## src/rtl/alu_pc_unit_pkg.sv

```systemverilog
// Shared types for the ALU / program-counter slice.
// Optional branch statistics are enabled with the ALU_PC_BR_STATS_EN macro
// (see alu_pc_unit.sv).
package alu_pc_unit_pkg;

    // ALU operation codes used by the upstream ALU.
    typedef enum logic [1:0] {
        kADD = 2'b00,
        kSUB = 2'b01,
        kAND = 2'b10,
        kXOR = 2'b11
    } alu_op_t;

    // Conditional-branch conditions, evaluated against the latched flags.
    typedef enum logic [1:0] {
        kALWAYS = 2'b00,
        kIFEQ   = 2'b01,
        kIFNE   = 2'b10,
        kIFZ    = 2'b11
    } br_cond_t;

    // Run/halt framing states.
    typedef enum logic [1:0] {
        IDLE   = 2'b00,
        RUN    = 2'b01,
        HALTED = 2'b10
    } pc_state_t;

    // Saturation ceiling of the taken-branch counter.
    localparam logic [15:0] BR_COUNT_MAX = 16'hFFFF;

endpackage

```

## src/rtl/alu_pc_cond.sv

```systemverilog
// Combinational branch-condition evaluator: decides whether a branch with the
// given condition would be taken using the latched Z/E flags.
module alu_pc_cond
    import alu_pc_unit_pkg::*;
(
    input  logic     i_flag_z,
    input  logic     i_flag_e,
    input  br_cond_t i_cond,
    output logic     o_taken
);

    // Decode the condition against the stored flags.
    always_comb begin
        o_taken = 1'b0;
        case (i_cond)
            kALWAYS: o_taken = 1'b1;
            kIFEQ:   o_taken = i_flag_e;
            kIFNE:   o_taken = ~i_flag_e;
            kIFZ:    o_taken = i_flag_z;
        endcase
    end

endmodule

```

## src/rtl/alu_pc_unit.sv

```systemverilog
// Program-counter / branch-resolution stage downstream of the ALU.
// Latches ALU ZERO/EQUAL on compare instructions, resolves conditional
// branches against those latched flags and produces the next PC each cycle,
// framed by an IDLE/RUN/HALTED state machine.
// Optional feature: define ALU_PC_BR_STATS_EN to add the saturating
// taken-branch counter output BR_COUNT.
module alu_pc_unit
    import alu_pc_unit_pkg::*;
#(
    parameter int unsigned     PC_W       = 10,
    parameter int unsigned     OFF_W      = 8,
    parameter logic [PC_W-1:0] START_ADDR = '0
) (
    input  logic             CLK,
    input  logic             RESET,
    input  logic             START,
    input  logic             HALT_REQ,
    input  logic             STALL,
    input  logic             FLAG_WR,
    input  logic             ZERO,
    input  logic             EQUAL,
    input  logic             BR_EN,
    input  br_cond_t         BR_COND,
    input  logic             BR_ABS,
    input  logic [PC_W-1:0]  BR_TARGET,
    input  logic [OFF_W-1:0] BR_OFFSET,
    output logic [PC_W-1:0]  PC,
    output logic             RUNNING,
    output logic             DONE,
    output logic             BR_TAKEN
`ifdef ALU_PC_BR_STATS_EN
    ,
    output logic [15:0]      BR_COUNT
`endif
);

    pc_state_t       r_state;
    logic [PC_W-1:0] r_pc;
    logic            r_running;
    logic            r_done;
    logic            r_br_taken;
    logic            r_flag_z;
    logic            r_flag_e;

    logic            w_cond_ok;
    logic            w_taken;
    logic            w_start_ok;
    logic            w_advance;
    logic [PC_W-1:0] w_off_ext;
    logic [PC_W-1:0] w_target;

    alu_pc_cond u_cond (
        .i_flag_z (r_flag_z),
        .i_flag_e (r_flag_e),
        .i_cond   (BR_COND),
        .o_taken  (w_cond_ok)
    );

    // START is only honoured outside RUN; in RUN a HALT_REQ or STALL blocks progress.
    assign w_start_ok = START && ((r_state == IDLE) || (r_state == HALTED));
    assign w_advance  = (r_state == RUN) && !HALT_REQ && !STALL;
    assign w_taken    = BR_EN && w_cond_ok;

    // Relative targets wrap silently modulo 2^PC_W in both directions.
    assign w_off_ext  = PC_W'($signed(BR_OFFSET));
    assign w_target   = BR_ABS ? BR_TARGET : (r_pc + w_off_ext);

    // Run/halt FSM with PC, flags and registered status outputs.
    always_ff @(posedge CLK) begin
        if (RESET) begin
            r_state    <= IDLE;
            r_pc       <= START_ADDR;
            r_running  <= 1'b0;
            r_done     <= 1'b0;
            r_br_taken <= 1'b0;
            r_flag_z   <= 1'b0;
            r_flag_e   <= 1'b0;
        end else begin
            r_br_taken <= 1'b0;
            case (r_state)
                IDLE, HALTED: begin
                    if (w_start_ok) begin
                        r_state   <= RUN;
                        r_pc      <= START_ADDR;
                        r_flag_z  <= 1'b0;
                        r_flag_e  <= 1'b0;
                        r_running <= 1'b1;
                        r_done    <= 1'b0;
                    end
                end
                RUN: begin
                    if (HALT_REQ) begin
                        r_state   <= HALTED;
                        r_running <= 1'b0;
                        r_done    <= 1'b1;
                    end else if (w_advance) begin
                        // Branch sees the old flags; a same-cycle FLAG_WR lands afterwards.
                        r_pc       <= w_taken ? w_target : (r_pc + PC_W'(1));
                        r_br_taken <= w_taken;
                        if (FLAG_WR) begin
                            r_flag_z <= ZERO;
                            r_flag_e <= EQUAL;
                        end
                    end
                end
                default: begin
                    r_state   <= IDLE;
                    r_running <= 1'b0;
                    r_done    <= 1'b0;
                end
            endcase
        end
    end

    assign PC       = r_pc;
    assign RUNNING  = r_running;
    assign DONE     = r_done;
    assign BR_TAKEN = r_br_taken;

`ifdef ALU_PC_BR_STATS_EN
    logic [15:0] r_br_count;

    // Saturating count of taken branches; restarts with each program run.
    always_ff @(posedge CLK) begin
        if (RESET || w_start_ok) begin
            r_br_count <= '0;
        end else if (w_advance && w_taken && (r_br_count != BR_COUNT_MAX)) begin
            r_br_count <= r_br_count + 16'd1;
        end
    end

    assign BR_COUNT = r_br_count;
`endif

endmodule
```

## config.mk

```make
export PLATFORM = sky130hd
export DESIGN_NAME = alu_pc_unit
export DESIGN_NICKNAME = d
export VERILOG_FILES = /design/src/rtl/alu_pc_unit_pkg.sv /design/src/rtl/alu_pc_cond.sv /design/src/rtl/alu_pc_unit.sv
export SDC_FILE = /design/constraint.sdc
export NUM_CORES = 1
export LEC_CHECK = 0
export CORE_MARGIN = 10
export CORE_UTILIZATION = 40
export CTS_CLUSTER_DIAMETER = 100
export CTS_CLUSTER_SIZE = 10
export DETAILED_ROUTE_END_ITERATION = 10
export GPL_TIMING_DRIVEN = 1
export MAX_ROUTING_LAYER = met4
export PLACE_DENSITY_LB_ADDON = 0.1
export SLEW_MARGIN = 20
export SYNTH_ARGS = -nofsm -noshare
export SYNTH_HDL_FRONTEND = slang
export SYNTH_SLANG_ARGS = --single-unit
```

## constraint.sdc

```tcl
create_clock -name CLK -period 4.6 [get_ports CLK]
set_input_delay 0.92 -clock CLK [delete_from_list [all_inputs] [get_ports CLK]]
set_output_delay 0.92 -clock CLK [all_outputs]
set_load 0.02 [all_outputs]
```

==> results.txt, run 1 <==
----------------------------------------------------
[Outcome]
  Run status ... finished clean

[Route]
  Drc violations ... 0
  First-pass iteration count of the detailed router ... 4
  DR iter-0 viols ... roughly 140
  Number of nets with antenna violations after detailed routing ... 0
  WL/cell ... 15.53 µm
  Aggregate routed wire length ... 4.364 mm
  Mean number of vias per cell ... approximately 5.7
  Via count ... about 1600

[STA]
  Relative slew slack ... ~38%
  Actual slew at the worst max-slew pin ... roughly 930 ps
  Worst-case hold slack ... 506.9 ps
  RSZ-0062 raised after global routing ... false
  Sum of negative setup slack ... 0 ps
  Shortest period the worst path allows ... ~2900 ps
  Number of setup violations in the final report ... 0
  Achievable Freq ... between 0.3 and 0.4 GHz
  Setup Skew ... about 0.74 ps
  Share of the clock period used by the worst path after layout ... approximately 64%
  Setup slack after layout ... ~1700 ps
  Total count of max-transition violations in the final report ... 0
  Number of hold-slack violations in the final timing report ... 0

[Yosys]
  Fraction of synthesized cell area taken by the top area cell type ... 21.19%
  Count of state elements after synthesis ... 16
  Sequential cell area fraction in the yosys report ... 21.19%
  Leading register cell type out of synthesis ... sky130_fd_sc_hd__dfxtp_1
  Library cells used by synthesis ... 52
  Avg Inst Size Synth ... ~7.6 µm²
  Post-Syn Area ... around 1500 µm²
  Async S/R FF share, synth ... 0%
  Net Count, Synth ... roughly 240
  Post-Syn Instances ... approximately 200
  Most repeated cell in the gate-level netlist after synthesis ... sky130_fd_sc_hd__a21oi_1
  Number of warnings reported in the yosys synthesis log ... 0
  Number of enable-type register cells in the synthesized netlist ... 0
  Biggest area contributors in the synthesized netlist ... sky130_fd_sc_hd__dfxtp_1 21%, sky130_fd_sc_hd__ha_1 8.3%, sky130_fd_sc_hd__a21oi_1 6.6%
  Leading cell types by count after synthesis ... 20 x sky130_fd_sc_hd__a21oi_1, 16 x sky130_fd_sc_hd__dfxtp_1, 16 x sky130_fd_sc_hd__nor2_1, 15 x sky130_fd_sc_hd__nand2_1, 13 x sky130_fd_sc_hd__o21ai_0
  Top cell type by total area after synthesis ... sky130_fd_sc_hd__dfxtp_1

[Clocking]
  CTS Hold Buffers Added ... 0
  Buffers from clock root to sink, at most ... 2
  Cts bufs inserted ... 3
  H-tree Lvls ... 1
  Post-CTS Setup Bufs ... 0
  CTS tree ... yes
  Clock Root Buffer ... sky130_fd_sc_hd__clkbuf_8
  Clock latency of the later-clocked register in the worst-skew pair ... 250 ps
  CTS clk-pin slew, worst paths ... around 70 ps
  # resized after CTS ... 0
  TritonCTS sink count ... 16

[Worst hold path]
  Launch instance of the worst min-delay path ... r_flag_z
  Hold Crit Depth ... 2
  Min-delay worst type ... reg -> reg
  Sink of the worst hold path ... r_flag_z

[Global route]
  Final global-route overflow total ... 0
  Initial antenna violation count ... 0
  First-pass GRT wire length ... between 7 and 8 mm
  Via count of the first global-routing pass ... approximately 1500
  Largest net degree at the start of global routing ... 27
  GRT Overall Usage ... between 10 and 15%

[Place]
  Worst Setup Slack post-DPL ... about 1400 ps
  Count of buffers from port buffering ... between 40 and 50
  DP Wirelength ... between 3 and 4 mm
  Placed Cells incl. Taps ... ~280
  RD Place Congestion ... 0.8119

[Power and ir drop]
  Leakage ... a little over 0.7 nW
  Power per cell area ... between 150 and 200 nW/µm²
  Maximum ir drop on the vdd rail ... roughly 190 µV

[Finish]
  N_diodes ... 0
  Final layout net count ... around 280
  Layout cell share with drive strength beyond 1 ... approximately 4.7%
  Layout Cells excl Fill ... between 200 and 300
  Post-synthesis to final-layout area growth ... 30.79%

[Run]
  Max cap viols ... 0

[Worst setup path]
  Crit Reg-Reg Startpoint ... PC[0]
  Worst setup SP type ... primary input
  Critical path required time ... 4770 ps
  CP Class ... in -> reg
  FF-to-FF setup slack ... 2310 ps
  Cell depth of the worst flop-to-flop path ... 8
  Critical path arrival ... ~3100 ps
  Largest driver fanout on the critical path ... 3
  Category of the worst setup path capture point ... flop
  Endpoint of the worst-slack reg-to-reg timing path ... PC[8]

[Die]
  Die X ... 81.47 µm
  Starting density of the core ... approximately two fifths
  Die Outline Area ... ~6600 µm²
  Number of placed I/O pins ... between 40 and 50
  Core outline area ... between 3000 and 4000 µm²
  Die boundary height ... approximately 81 µm
  Count of standard-cell rows ... 22

----------------------------------------------------
-- layout make-up --
class / instances / area, µm²
clock buffers: 3 / 41.29
inverters: 8 / 30.03
fillers: 366 / 1684
well taps: 48 / 60.06
flip-flops and latches: 16 / 320.3
multi-input cells: 164 / 1105
repair buffers: 42 / 420.4
-- how the worst max path moves through the flow --
stage / start / endpoint / slack (ps)
2_1_floorplan: BR_OFFSET[6] / PC[8] / 1980
3_3_place_gp: BR_OFFSET[0] / PC[8] / 1450
3_5_place_dp: BR_OFFSET[0] / PC[8] / 1410
4_1_cts: BR_OFFSET[0] / PC[8] / 1660
5_1_grt: BR_OFFSET[0] / PC[8] / 1480
6_report: BR_OFFSET[0] / PC[8] / 1680
-- where the power goes --
part | leakage [nW] | switching [W] | internal [W]
Clock | 0.0216 | 0.0000500 | 0.0000581
Sequential | 0.130 | 0.00000420 | 0.000142
Combinational | 0.576 | 0.0000451 | 0.0000461
Total | 0.728 | 0.0000994 | 0.000246
-- critical path, stage by stage --
cell	delay [ps]
sky130_fd_sc_hd__clkdlybuf4s50_1	460
sky130_fd_sc_hd__ha_1	170
sky130_fd_sc_hd__inv_1	60
sky130_fd_sc_hd__fa_1	400
sky130_fd_sc_hd__nand2b_1	180
sky130_fd_sc_hd__a211oi_1	250
sky130_fd_sc_hd__o21ai_0	130
sky130_fd_sc_hd__a2111o_1	410
sky130_fd_sc_hd__a21oi_1	130
-- cell usage in the layout, fill, tap and decap left out, drive strengths merged, types with 4 or more instances in the layout --
cell type / synthesis / routed
nand3: 10 / 10
nand2: 15 / 15
nand4: 4 / 4
o21ai: 13 / 13
nor2: 16 / 16
inv: 8 / 8
clkdlybuf4s50: 0 / 42
a21o: 4 / 4
nor3b: 4 / 4
nor2b: 8 / 8
dfxtp: 16 / 16
a21oi: 21 / 21
nand2b: 6 / 6
ha: 10 / 10
-- state kept, by name (all words and copies together) (netlist names) --
name / cells
RUNNING: 1
r_flag_e: 1
r_flag_z: 1
r_state: 2
BR_TAKEN: 1
PC: 10
-- kinds of logic after synthesis --
| group | Yosys count | share of synthesized area [%] |
|---|---|---|
| compound gates | 66 | 29.89 |
| xor+xnor | 4 | 2.318 |
| fa+ha+maj | 11 | 9.603 |
| buf+inv | 18 | 5.712 |
| flops | 16 | 21.19 |
| mux | 3 | 1.987 |
| simple gates | 80 | 29.30 |
-- metal layers --
metal	track usage (%)	up-vias	share of wire [%]
met5	-	-	0
met4	1.211	0	0.62
met3	3.057	2	5.2
met2	21.80	44	46
met1	17.65	735	48
li1	-	811	-
-- stage by stage --
stage | instance area, µm² | util, % | power [W]
final | 1977 | 54.00 | 0.0003454
after global routing | 1977 | 54.00 | 0.0003613
after CTS | 1977 | 54.00 | 0.0003482
after detailed placement | 1936 | 52.87 | 0.0002401
after global placement | 1936 | 52.87 | 0.0002380
after floorplan | 1511 | - | 0.0002004
Power figures use the tool's default switching activity.
==> inputs of run 2 (changes only) <==
Clock period 4.6 ns to 2.65 ns, I/O delays scaled along.
==> results.txt, run 2 (same netlist as run 1, synthesis figures left out) <==
----------------------------------------------------
[Clocking]
  CTS clk-pin slew, worst paths ... approximately 70 ps
  TritonCTS sink count ... 16
  H-tree Lvls ... 1
  Clock Root Buffer ... sky130_fd_sc_hd__clkbuf_8
  CTS Hold Buffers Added ... 0
  Cts bufs inserted ... 3
  Clock latency of the later-clocked register in the worst-skew pair ... ~250 ps
  Buffers from clock root to sink, at most ... 2
  CTS tree ... yes

[Worst setup path]
  CP delay by family, top ... compound AO/OA/AOI/OAI gates
  FF-to-FF setup slack ... about 360 ps
  Largest driver fanout on the critical path ... 3
  Worst setup SP type ... primary input
  Critical path arrival ... around 2700 ps
  Category of the worst setup path capture point ... flop
  Slowest stage cell on the critical path ... sky130_fd_sc_hd__clkdlybuf4s50_1
  Critical path required time ... 2840 ps
  CP Class ... in -> reg
  CP max stage delay ... around 460 ps
  Cells along the critical path ... clkdlybuf4s50_1, ha_1, inv_1, fa_1, nand2b_1, a211oi_2, o21ai_0, a2111o_1, a21oi_1
  Count of buffering cells on the critical path with inverters included ... 2

[Power and ir drop]
  Total Power Consumption ... about 0.00066 W
  Power per cell area ... 306.5 nW/µm²
  Maximum ir drop on the vdd rail ... about 160 µV
  Leakage ... between 0.8 and 0.9 nW

[Global route]
  Largest net degree at the start of global routing ... 18
  GRT Overall Usage ... approximately 15%
  Via count of the first global-routing pass ... approximately 1800
  First-pass GRT wire length ... 7.997 mm
  Final global-route overflow total ... 0
  Initial antenna violation count ... 0

[Run]
  Max cap viols ... 0

[Worst hold path]
  Min-delay worst type ... reg -> reg

[STA]
  Achievable Freq ... approximately 0.40 GHz
  Number of setup violations in the final report ... 0
  Shortest period the worst path allows ... around 2500 ps
  Relative slew slack ... 58.92%
  Actual slew at the worst max-slew pin ... between 600 and 700 ps
  Sum of negative setup slack ... 0 ps
  Share of the clock period used by the worst path after layout ... 95.14%
  Worst-case hold slack ... approximately 500 ps
  Setup Skew ... 2.505 ps
  Number of hold-slack violations in the final timing report ... 0
  RSZ-0062 raised after global routing ... false
  Total count of max-transition violations in the final report ... 0

[Place]
  DP Wirelength ... 3.849 mm
  RD Place Congestion ... between 0.8 and 0.9
  Area post-placement ... 2086 µm²
  Count of buffers from port buffering ... 42

[Finish]
  Most frequent cells in the layout ... 42 x sky130_fd_sc_hd__clkdlybuf4s50_1, 20 x sky130_fd_sc_hd__a21oi_1, 20 x sky130_fd_sc_hd__buf_4, 16 x sky130_fd_sc_hd__dfxtp_1, 16 x sky130_fd_sc_hd__nor2_1
  Commonest non-fill, non-tap cell in the layout ... sky130_fd_sc_hd__clkdlybuf4s50_1
  Final instance area ... 2146 µm²
  Number of inserted filler cells in the final layout ... ~340
  Flip-flop count of the largest register, all copies and words added ... 10
  Layout cell share with drive strength beyond 1 ... 12.99%
  N_diodes ... 0
  Final layout net count ... between 200 and 300
  Post-synthesis to final-layout area growth ... 41.97%

[Die]
  Starting density of the core ... between 40 and 50%
  Count of standard-cell rows ... 22
  Number of placed I/O pins ... 43
  Die boundary height ... ~81 µm
  Core outline area ... about 3700 µm²
  Die X ... around 81 µm
  Die Outline Area ... between 6000 and 7000 µm²

[Route]
  DR iter-0 viols ... a little under 90
  Mean number of vias per cell ... approximately 5.7
  Number of nets with antenna violations after detailed routing ... 0
  Drc violations ... 0
  WL/cell ... between 15 and 20 µm
  First-pass iteration count of the detailed router ... 4
  Via count ... about 1700
  Aggregate routed wire length ... roughly 4.8 mm

[Outcome]
  Run status ... finished clean

----------------------------------------------------
## run 2: where the power goes
| group | leakage, nW | switching [W] | internal, W | total (W) |
|---|---|---|---|---|
| sequential | 0.130 | 0.00000758 | 0.000246 | 0.000254 |
| clock | 0.0288 | 0.0000932 | 0.000132 | 0.000225 |
| combinational | 0.672 | 0.0000837 | 0.0000951 | 0.000179 |
## run 2: final timing paths
check	start	endpoint	cells after the start
min reg2reg	r_flag_z	r_flag_z	2
max reg2reg	PC[0]	PC[8]	8
min	r_flag_z	r_flag_z	2
max	BR_OFFSET[0]	PC[8]	9
## run 2: area by class of cell
type	count	area (µm²)	area share (%)
multi-input cells	164	1110	51.72
flip-flops and latches	16	320.3	14.93
well taps	48	60.06	2.799
repair buffers	62	570.5	26.59
inverters	8	30.03	1.399
clock buffers	4	55.05	2.566
## run 2: metal layers
metal	share of wire (%)	wire length (µm)	global-route usage, %	up-vias
met5	0	0	-	-
met4	1.3	62	3.287	0
met3	5.4	256	2.620	7
met2	48	2304	25.36	62
met1	45	2160	18.10	795
li1	-	-	-	852
## run 2: through the flow
step	std cells	worst slack, ps	util (%)
floorplan	198	421.4	-
global placement	298	-125.4	56.97
detailed placement	298	-210.7	56.97
CTS	302	42.70	58.48
global route	302	21.52	58.61
finish	302	128.7	58.61
## run 2: timing repair
action	CTS	global route
endpoints found under the hold margin	0	0
endpoints found under the setup margin	0	1
setup buffers	0	0
resized for setup	0	1
## run 2: worst register-to-register path: stages, from the launching register on
cell and delay [ps]:
sky130_fd_sc_hd__dfxtp_1 460, sky130_fd_sc_hd__ha_1 230, sky130_fd_sc_hd__inv_1 60, sky130_fd_sc_hd__fa_1 390, sky130_fd_sc_hd__nand2b_1 190, sky130_fd_sc_hd__a211oi_2 230
sky130_fd_sc_hd__o21ai_0 120, sky130_fd_sc_hd__a2111o_1 410, sky130_fd_sc_hd__a21oi_1 140
